File: src/rtl/pipe_stall_ctrl_pkg.sv
// Shared types and constants for the pipeline stall/flush scheduler.
package pipe_stall_ctrl_pkg;

  typedef enum logic [1:0] {
    StRun     = 2'd0,
    StDivBusy = 2'd1,
    StDivHold = 2'd2
  } div_state_e;

  localparam int unsigned STG_F = 0;
  localparam int unsigned STG_D = 1;
  localparam int unsigned STG_E = 2;
  localparam int unsigned STG_M = 3;
  localparam int unsigned STG_W = 4;

  localparam int unsigned DIV_LAT_DEFAULT = 32;

endpackage

File: src/rtl/pipe_stall_ctrl_div_seq.sv
// Divider sequencer: countdown plus start/cancel/valid generation and the busy/hold FSM.
module pipe_stall_ctrl_div_seq
  import pipe_stall_ctrl_pkg::*;
#(
  parameter int unsigned DIV_LAT = DIV_LAT_DEFAULT,
  parameter int unsigned CNT_W   = 6
) (
  input  logic clk,
  input  logic resetn,
  input  logic div_e_i,
  input  logic d_wait_i,
  input  logic exc_m_i,
  output logic div_start_o,
  output logic div_cancel_o,
  output logic div_valid_o,
  output logic div_stall_o
);

  div_state_e       state_q, state_d;
  logic [CNT_W-1:0] cnt_q, cnt_d;
  logic             cnt_zero;

  assign cnt_zero = (cnt_q == '0);

  always_comb begin
    state_d      = state_q;
    cnt_d        = cnt_q;
    div_start_o  = 1'b0;
    div_cancel_o = 1'b0;
    div_valid_o  = 1'b0;
    div_stall_o  = 1'b0;
    if (exc_m_i) begin
      div_cancel_o = (state_q != StRun);
      state_d      = StRun;
      cnt_d        = '0;
    end else begin
      unique case (state_q)
        StRun: begin
          // A frozen pipeline keeps the divide in E, so launch once the freeze lifts.
          if (div_e_i && !d_wait_i) begin
            div_start_o = 1'b1;
            div_stall_o = 1'b1;
            // The launch cycle is the first latency cycle; cnt==0 marks the result cycle.
            cnt_d       = CNT_W'(DIV_LAT - 2);
            state_d     = StDivBusy;
          end
        end
        StDivBusy: begin
          if (!cnt_zero) begin
            cnt_d       = cnt_q - CNT_W'(1);
            div_stall_o = 1'b1;
          end else begin
            div_valid_o = 1'b1;
            state_d     = d_wait_i ? StDivHold : StRun;
          end
        end
        StDivHold: begin
          div_valid_o = 1'b1;
          if (!d_wait_i) state_d = StRun;
        end
        default: state_d = StRun;
      endcase
    end
    if (!resetn) begin
      div_start_o  = 1'b0;
      div_cancel_o = 1'b0;
      div_valid_o  = 1'b0;
      div_stall_o  = 1'b0;
    end
  end

  always_ff @(posedge clk) begin
    if (!resetn) begin
      state_q <= StRun;
      cnt_q   <= '0;
    end else begin
      state_q <= state_d;
      cnt_q   <= cnt_d;
    end
  end

endmodule

File: src/rtl/pipe_stall_ctrl.sv
// Pipeline stall/flush scheduler: priority merge of hazard, SRAM, divider and exception events.
// Optional STALL_PERF_CNT_EN adds the stall_cnt_o stall-cycle counter.
module pipe_stall_ctrl
  import pipe_stall_ctrl_pkg::*;
#(
  parameter int unsigned DIV_LAT = DIV_LAT_DEFAULT,
  parameter int unsigned CNT_W   = 6
) (
  input  logic        clk,
  input  logic        resetn,
  input  logic        hz_stall_i,
  input  logic        div_e_i,
  input  logic        i_wait_i,
  input  logic        d_wait_i,
  input  logic        exc_m_i,
  output logic [4:0]  stall_o,
  output logic [4:0]  flush_o,
  output logic        div_start_o,
  output logic        div_cancel_o,
  output logic        div_valid_o,
  output logic        redirect_o
`ifdef STALL_PERF_CNT_EN
  ,
  output logic [31:0] stall_cnt_o
`endif
);

  logic div_stall;

  pipe_stall_ctrl_div_seq #(
    .DIV_LAT(DIV_LAT),
    .CNT_W  (CNT_W)
  ) u_div_seq (
    .clk         (clk),
    .resetn      (resetn),
    .div_e_i     (div_e_i),
    .d_wait_i    (d_wait_i),
    .exc_m_i     (exc_m_i),
    .div_start_o (div_start_o),
    .div_cancel_o(div_cancel_o),
    .div_valid_o (div_valid_o),
    .div_stall_o (div_stall)
  );

  always_comb begin
    stall_o    = '0;
    flush_o    = '0;
    redirect_o = 1'b0;
    if (!resetn) begin
      stall_o = '0;
    end else if (exc_m_i) begin
      // W holds the older instruction and is allowed to retire.
      redirect_o     = 1'b1;
      flush_o[STG_D] = 1'b1;
      flush_o[STG_E] = 1'b1;
      flush_o[STG_M] = 1'b1;
    end else begin
      if (d_wait_i) begin
        stall_o[STG_M:STG_F] = 4'b1111;
        flush_o[STG_W]       = 1'b1;
      end
      if (div_stall) begin
        stall_o[STG_E:STG_F] = 3'b111;
        flush_o[STG_M]       = 1'b1;
      end
      if (i_wait_i) begin
        stall_o[STG_F] = 1'b1;
        flush_o[STG_D] = 1'b1;
      end
      if (hz_stall_i) begin
        stall_o[STG_D:STG_F] = 2'b11;
        flush_o[STG_E]       = 1'b1;
      end
      // A held stage must keep its contents, so it can never take a bubble.
      flush_o = flush_o & ~stall_o;
    end
  end

`ifdef STALL_PERF_CNT_EN
  logic [31:0] stall_cnt_q, stall_cnt_d;

  always_comb begin
    stall_cnt_d = stall_cnt_q;
    if (stall_o[STG_F]) stall_cnt_d = stall_cnt_q + 32'd1;
  end

  always_ff @(posedge clk) begin
    if (!resetn) stall_cnt_q <= '0;
    else         stall_cnt_q <= stall_cnt_d;
  end

  assign stall_cnt_o = stall_cnt_q;
`endif

endmodule

File: config.mk
export PLATFORM = sky130hd
export DESIGN_NAME = pipe_stall_ctrl
export DESIGN_NICKNAME = d
export VERILOG_FILES = /design/src/rtl/pipe_stall_ctrl_pkg.sv /design/src/rtl/pipe_stall_ctrl_div_seq.sv /design/src/rtl/pipe_stall_ctrl.sv
export SDC_FILE = /design/constraint.sdc
export NUM_CORES = 1
export LEC_CHECK = 0
export ABC_CLOCK_PERIOD_IN_PS = 3350
export CORE_UTILIZATION = 49
export DETAILED_ROUTE_END_ITERATION = 8
export MAX_ROUTING_LAYER = met4
export PLACE_DENSITY = 0.79
export SKIP_LAST_GASP = 1
export SYNTH_ARGS = -nofsm -noshare
export SYNTH_HDL_FRONTEND = slang
export SYNTH_SLANG_ARGS = --single-unit
File: constraint.sdc
create_clock -name clk -period 3.35 [get_ports clk]
set_input_delay 0.335 -clock clk [delete_from_list [all_inputs] [get_ports clk]]
set_output_delay 0.335 -clock clk [all_outputs]
set_load 0.01 [all_outputs]
==> flow_summary.toml, run 1 <==
[pwr]
p_per_area_nw_per_um2 = 283
leakagePower_nw = 0.358
vdd_drop_max_uv = 240
p_total_w = 0.000253

[synth]
ys_seq_elements = 8
synth_edf_count = 0
synth.distinct_cells = 35
synth.top_cell.area_share = 0.228
synth_cells = 83
seq_area_frac_synth = 0.228
synthesis.area_sq_um = 703
ys_warn_count = 0
yosys.area.top_type = "dfxtp_1"
ys.flop_type = "dfxtp_1"
avgSynthCellArea_sq_um = 8.47
yosys-top-cells-area = "dfxtp_1, ha_1, or3_1, a21oi_1, buf_4"
async_flop_share = 0

[die]
pin_count = 21
die_h_um = 39.9
core_sq_um = 1320
dieArea_sq_um = 1590
rows = 13
fp.dieW_um = 39.9
start_util = 0.534

[drt]
drc = 0
routed_via_density = 5.58
wirelength_mm = 1.51
avgRoutedWirePerCell_um = 13.2
route.vias.total = 642
drt-pass1-iter-count = 4
drtAntennaViolNets = 0
dr.first_iter.drc_count = 7

[timing]
tns_ps = 0
setup_viol = 0
skew_ps = 10.9
timing.final.crit_share = 0.751
finalWorstSetupSlack_ps = 835
final_hold_viol_count = 0
slew_violations = 0
rsz0062_at_grt = "no"
fin_crit_ps = 2520
max_clock_freq_ghz = 0.398

[run_status]
status = "finished clean"

[run]
drv_cap = 0

[clock_tree]
cts-htree-levels = 1
cts_hold_buf = 0
clk_latency_ps = 260
clock-sinks = 8
path_clk_slew_ps = 60
cts_resized = 0
clock_path_buffers = 2
numCtsBuffers = 3
cts_root_buf = "clkbuf_4"
cts_setup_buffers = 0
cts_tree = "done"

[placement]
io_buffers = 18
dp_cells = 112
dp_hpwl_mm = 1.18
place.gp.congestion = 0.752
dpl-instance-area_sq_um = 872
place_ws_ps = 996

[grt]
gr-total-overflow = 0
antenna_found_initial = 0
grt_pass1_vias = 531
grt_pass1_wl_mm = 2.29
grt_start_max_net_pins = 11
grt_usage = 0.223

[cells_and_area]
nets = 114
diodes = 0
nFillCells = 112
mostFrequentLayoutCells = "clkdlybuf4s50_1, dfxtp_1, inv_1"
fin_cells = 115
area_growth_pct = 27.2
final_common_cell = "clkdlybuf4s50_1"
drive_above_1_share = 0.140
fin_area_sq_um = 895

[worst_hold_path]
min_from = "u_div_seq.cnt_q[0]"
min_delay_path_depth = 2
hold_class = "reg -> reg"

[critical_path]
ff2ff_path_depth = 6
worstSetupPathDepth = 6
cp_data_required_time_ps = 3010
crit_start = "u_div_seq.state_q[0]"
worstPathArrival_ps = 2180
rr_startpoint = "u_div_seq.state_q[1]"
r2r_slack_ps = 1560
cp_cell_sequence = "inv_1 -> ha_1 -> a21oi_1 -> nand2_2 -> o31ai_2 -> clkdlybuf4s50_1"
crit_family = "buffers and inverters"
path_buf_inv = 2
slowest_delay_ps = 570
path_class = "reg -> out"
worst_setup_path_end_kind = "output pin"
start_kind = "register"
critPathSlowestCell = "clkdlybuf4s50_1"
crit_fanout = 9
[flip-flops by register name, indices dropped and copies added, names as in the netlist]
register           cells
u_div_seq.state_q      2
u_div_seq.cnt_q        6
[synth_stat cells, types with 2 or more instances]
master	n
a21oi_1	6
a31oi_1	4
buf_4	4
dfxtp_1	8
ha_1	5
inv_1	7
nand2_1	4
nand2b_1	2
nand3_1	3
nand3b_1	2
nor2_1	5
nor2b_1	2
o21ai_0	5
or3_1	5
[logic make-up after synthesis]
kind of cell             count (synthesis)  synth area share
flip-flops                               8             0.228
other                                    1           0.00533
AND/OR/NAND/NOR                         30             0.270
multiplexers                             1            0.0142
AO/OA/AOI/OAI                           26             0.308
buffers and inverters                   12            0.0854
adder cells (fa/ha/maj)                  5            0.0890
[routing by layer]
layer,share of wire,global-route usage,vias up
li1,-,-,333
met1,0.49,0.275,293
met2,0.46,0.351,14
met3,0.034,0.0852,2
met4,0.0066,0.0259,0
met5,0,-,-
[report_power, final]
part	total (W)	internal [W]	switching, W
clock	0.0000749	0.0000411	0.0000338
sequential	0.000102	0.0000987	0.00000312
combinational	0.0000767	0.0000378	0.0000389
[stage by stage]
stage | util | hold WS [ps]
after global placement | 0.662 | 456
after global routing | 0.679 | 524
after CTS | 0.679 | 474
after floorplan | - | 445
final | 0.679 | 476
after detailed placement | 0.662 | 464
[worst register-to-register path, stage by stage, from the launching register on]
cell	delay, ps
dfxtp_1	310
inv_1	110
ha_1	400
nand3b_4	150
o2bb2ai_4	190
nor4_1	330
mux2i_1	220
[final timing paths]
path                        end
min reg2reg  u_div_seq.cnt_q[0]
max                  flush_o[1]
max reg2reg  u_div_seq.cnt_q[5]
min          u_div_seq.cnt_q[0]
[layout make-up]
| cell class | instances | area, sq um | area share |
|---|---|---|---|
| tap | 15 | 18.8 | 0.0210 |
| multi-input combinational | 64 | 487 | 0.544 |
| inverter | 7 | 26.3 | 0.0294 |
| sequential | 8 | 160 | 0.179 |
| clock buffer | 3 | 22.5 | 0.0252 |
| timing repair buffer | 18 | 180 | 0.201 |
Power figures use the tool's default switching activity.
==> run 2: changes to the inputs <==
- ABC_CLOCK_PERIOD_IN_PS: 3350 -> 2300
- CORE_UTILIZATION: 49 -> 41
- PLACE_DENSITY: 0.79 -> 0.7
- clock period: 3.35 -> 2.3 ns (I/O delays scaled with it)
==> run 2 against run 1 <==
Non-clock buffer count rose by 5. Clock power rose by 43%. Final cell count rose by 5.2%. Power rose by 47%. Setup slack got worse by 760 ps. Die area rose by 19%. Hold slack got worse by 7.4 ps. Critical endpoint is now div_valid_o.
==> flow_summary.toml, run 2 (synthesis results as in run 1) <==
[cells_and_area]
reg.largest.list = "u_div_seq.cnt_q: 6 flops, u_div_seq.state_q: 2 flops"
drive_above_1_share = 0.200
final_common_cell = "clkdlybuf4s50_1"
area_growth_pct = 34.0
final_util = 0.604
fin_area_sq_um = 942
top_register = "u_div_seq.cnt_q"
diodes = 0
largest_register_ffs = 6
mostFrequentLayoutCells = "clkdlybuf4s50_1, dfxtp_1, inv_1"
nets = 119

[grt]
gr-total-overflow = 0
grt_start_max_net_pins = 9
grt_pass1_wl_mm = 2.64
grt_usage = 0.196
antenna_found_initial = 0
grt_pass1_vias = 625

[die]
dieArea_sq_um = 1880
pin_count = 21
core_sq_um = 1560
start_util = 0.451
rows = 14
fp.dieW_um = 43.4
die_h_um = 43.4

[worst_hold_path]
hold_class = "reg -> reg"
min_from = "u_div_seq.cnt_q[0]"
min_delay_path_depth = 2
min_to = "u_div_seq.cnt_q[0]"

[pwr]
vdd_drop_max_uv = 346
p_total_w = 0.000374
combPwrFrac = 0.317
clock_power_share = 0.286
leakagePower_nw = 0.393
p_int_w = 0.000263
p_sw_w = 0.000110
p_sw_frac = 0.296
seqPwrFrac = 0.397
p_per_area_nw_per_um2 = 397

[timing]
final_hold_viol_count = 0
max_clock_freq_ghz = 0.448
whs_ps = 469
timing.final.crit_share = 0.969
skew_ps = 4.77
setup_viol = 0
rsz0062_at_grt = "yes"
slew_violations = 0
fin_crit_ps = 2230

[drt]
dr.first_iter.drc_count = 6
routed_via_density = 5.54
drc = 0
avgRoutedWirePerCell_um = 13.4
route.vias.total = 670
wirelength_mm = 1.62
drtAntennaViolNets = 0
drt-pass1-iter-count = 4

[clock_tree]
path_clk_slew_ps = 50
clk_latency_ps = 250
cts_root_buf = "clkbuf_4"
clock_path_buffers = 2
clock-sinks = 8
cts_tree = "done"
cts_hold_buf = 0
cts-htree-levels = 1
numCtsBuffers = 3
cts_setup_buffers = 0

[critical_path]
crit_fanout = 6
crit_start = "u_div_seq.state_q[1]"
r2r_slack_ps = 560
cp_cell_sequence = "inv_1 -> ha_2 -> nand3b_1 -> nor2_2 -> o211a_1 -> clkdlybuf4s50_1"
worst_setup_path_end_kind = "output pin"
slowest_delay_ps = 520
r2r-end = "u_div_seq.cnt_q[5]"
path_buf_inv = 2
path_class = "reg -> out"
ff2ff_path_depth = 7
crit_family = "buffers and inverters"
critPathSlowestCell = "clkdlybuf4s50_1"
cp_data_required_time_ps = 2070
worstPathArrival_ps = 2000
rr_startpoint = "u_div_seq.state_q[0]"
start_kind = "register"

[placement]
dp_hpwl_mm = 1.31
dpl-instance-area_sq_um = 911
place.gp.congestion = 0.735
io_buffers = 18

[run]
drv_cap = 0

[run_status]
status = "finished clean"
==> run 2: cell type report <==
cell class                 instances  area, sq um
fill                             145          617
multi-input combinational         64          493
clock buffer                       3         22.5
inverter                           7         26.3
timing repair buffer              23          220
tap                               16         20.0
sequential                         8          160
==> run 2: metal layers <==
layer	vias to the layer above	wire length [um]	GRT usage
met2	11	801	0.315
met4	0	22	0.0500
met3	4	64	0.0750
li1	340	-	-
met5	-	0	-
met1	315	736	0.229
==> run 2: worst reg2reg max path, delay by kind of cell (launching register included) <==
kind | cells | cell delay (ps)
buffers and inverters | 2 | 260
and+or+nand+nor | 2 | 470
muxes | 1 | 220
DFF | 1 | 360
AOI/OAI and AO/OA | 1 | 150
adders and majority gates | 1 | 220
==> run 2: metrics by stage <==
step / worst slack, ps / instances / setup TNS [ps]
2_1_floorplan: 742 / 84 / 0
3_3_place_gp: 166 / 118 / 0
3_5_place_dp: 131 / 118 / 0
4_1_cts: 17.8 / 121 / 0
5_1_grt: -73.4 / 121 / -73.4
6_report: 70.3 / 121 / 0
==> run 2: worst max-delay path by stage <==
stage / endpoint / depth (start not counted)
6_report: div_valid_o / 6
5_1_grt: div_valid_o / 6
4_1_cts: flush_o[1] / 5
3_5_place_dp: div_valid_o / 4
3_3_place_gp: stall_o[0] / 4
2_1_floorplan: flush_o[2] / 4
==> run 2: timing repair <==
item	4_1_cts	5_1_grt
gates cloned	0	0
endpoints found under the setup margin	2	2
gates resized for setup	2	1
==> run 2: power by group through the flow <==
| stage | combinational, W | sequential [W] | clock [W] |
|---|---|---|---|
| floorplan | 0.0000725 | 0.000150 | 0 |
| global placement | 0.000116 | 0.000151 | 0 |
| detailed placement | 0.000118 | 0.000151 | 0 |
| CTS | 0.000119 | 0.000148 | 0.000111 |
| global route | 0.000129 | 0.000149 | 0.000125 |
| finish | 0.000119 | 0.000148 | 0.000107 |
==> run 3: changes to the inputs <==
==> constraint.sdc (replaced) <==
create_clock -name clk -period 2.3 [get_ports clk]
set_input_delay 0.69 -clock clk [delete_from_list [all_inputs] [get_ports clk]]
set_output_delay 0.69 -clock clk [all_outputs]
set_load 0.01 [all_outputs]
==> run 3 against run 2 <==
The flow now finishes with violations (setup timing). Die area stayed put. Maximum frequency is 5.4% lower. Clock power is 6% higher. Clock skew is 0.94 ps lower. Sequential share of layout area is 2.8 points lower. Final cell count is 19% higher. Critical path depth is 1 lower. Power is 9.5% higher. Sequential power hardly changed. Global-route usage is 5.6 points higher. Routed wire length is 30% higher. Non-clock buffer count is 23 higher. Largest power group is now combinational logic. Highest routed layer unchanged.
==> flow_summary.toml, run 3 (synthesis results as in run 1) <==
[timing]
setup_viol = 2
fin_crit_ps = 2360
slew_violations = 0
final_hold_viol_count = 0
rsz0062_at_grt = "yes"
timing.final.crit_share = 1.03
finalWorstSetupSlack_ps = -57.7
skew_ps = 3.83
max_clock_freq_ghz = 0.424

[drt]
drt-pass1-iter-count = 3
drc = 0
wirelength_mm = 2.11
route.vias.total = 764
drtAntennaViolNets = 0
dr.first_iter.drc_count = 15
routed_via_density = 5.31
avgRoutedWirePerCell_um = 14.7

[worst_hold_path]
hold_class = "reg -> reg"
min_delay_path_depth = 2

[clock_tree]
numCtsBuffers = 3
clock_path_buffers = 2
cts_tree = "done"
clock-sinks = 8
clk_latency_ps = 260
cts-htree-levels = 1
cts_hold_buf = 0
path_clk_slew_ps = 60
cts_root_buf = "clkbuf_4"

[grt]
grt_start_max_net_pins = 9
antenna_found_initial = 0
grt_pass1_wl_mm = 3.38
grt_usage = 0.252
grt_pass1_vias = 774
gr-total-overflow = 0

[die]
start_util = 0.451
core_sq_um = 1560
die_h_um = 43.4
pin_count = 21
dieArea_sq_um = 1880
rows = 14
fp.dieW_um = 43.4

[cells_and_area]
reg.largest.list = "u_div_seq.cnt_q: 6 flops, u_div_seq.state_q: 2 flops"
fin_cells = 144
final_util = 0.730
final_common_cell = "buf_4"
mostFrequentLayoutCells = "buf_4, buf_2, dfxtp_1"
area_growth_pct = 61.7
top_register = "u_div_seq.cnt_q"
diodes = 0
largest_register_ffs = 6
drive_above_1_share = 0.484
nets = 142

[placement]
io_buffers = 18
dp_hpwl_mm = 1.48
place.gp.congestion = 0.747
place_ws_ps = -636
dp_cells = 139

[critical_path]
path_class = "in -> out"
start_kind = "input port"
worst_setup_path_end_kind = "output pin"
ff2ff_path_depth = 8
cp_data_required_time_ps = 1610
worstPathArrival_ps = 1670
crit_fanout = 4

[run_status]
violations = "setup timing"
status = "complete, but fails checks"

[run]
drv_cap = 0

[pwr]
leakagePower_nw = 0.531
vdd_drop_max_uv = 276
p_per_area_nw_per_um2 = 360
p_total_w = 0.000409
## run 3: cell count changes in the layout (fill, tap and decap cells not counted), sizes merged
| cell | before | now |
|---|---|---|
| buf | 5 | 36 |
| clkdlybuf4s15 | 0 | 3 |
| clkdlybuf4s50 | 17 | 1 |
| dlygate4sd2 | 0 | 6 |
| dlymetal6s2s | 1 | 0 |
## run 3: final cells by class
cell class              count  area [sq um]
inverters                   7          26.3
well taps                  16          20.0
clock buffers               3          22.5
fillers                   126           422
repair buffers             46           358
flip-flops and latches      8           161
multi-input cells          64           549
## run 3: worst paths after layout
check	start	end	slack [ps]
worst min register to register	u_div_seq.cnt_q[4]	u_div_seq.cnt_q[4]	560
worst min-delay path	u_div_seq.cnt_q[4]	u_div_seq.cnt_q[4]	560
worst max register to register	u_div_seq.state_q[1]	u_div_seq.cnt_q[5]	430
worst max-delay path	div_e_i	flush_o[1]	-60
## run 3: critical path, stage by stage
cell	delay [ps]
dlygate4sd2_1	250
a21oi_2	230
nand2_4	100
o31ai_4	230
buf_2	160
## run 3: routing by layer
metal,global-route usage,share of wire
met2,0.439,0.55
met3,0.0750,0.020
met5,-,0
met4,0.0563,0.014
met1,0.282,0.42
## run 3: repair_timing
| item | CTS | global route |
|---|---|---|
| pin swaps | 5 | 3 |
| gates resized for setup | 58 | 8 |
| setup endpoints to repair | 12 | 7 |
| buffers inserted | 1 | 1 |
## run 3: report_power, final
part,internal [W],switching [W],leakage (nW)
sequential,0.000144,0.00000347,0.0655
combinational,0.0000749,0.0000739,0.452
clock,0.0000601,0.0000530,0.0138
total,0.000279,0.000130,0.531
## run 3: stage by stage
| step | setup TNS (ps) | hold slack [ps] | instance area, sq um |
|---|---|---|---|
| 2_1_floorplan | 0 | 445 | 707 |
| 3_3_place_gp | -6400 | 509 | 1070 |
| 3_5_place_dp | -6540 | 520 | 1070 |
| 4_1_cts | -11.0 | 529 | 1110 |
| 5_1_grt | -301 | 588 | 1140 |
| 6_report | -95.9 | 557 | 1140 |
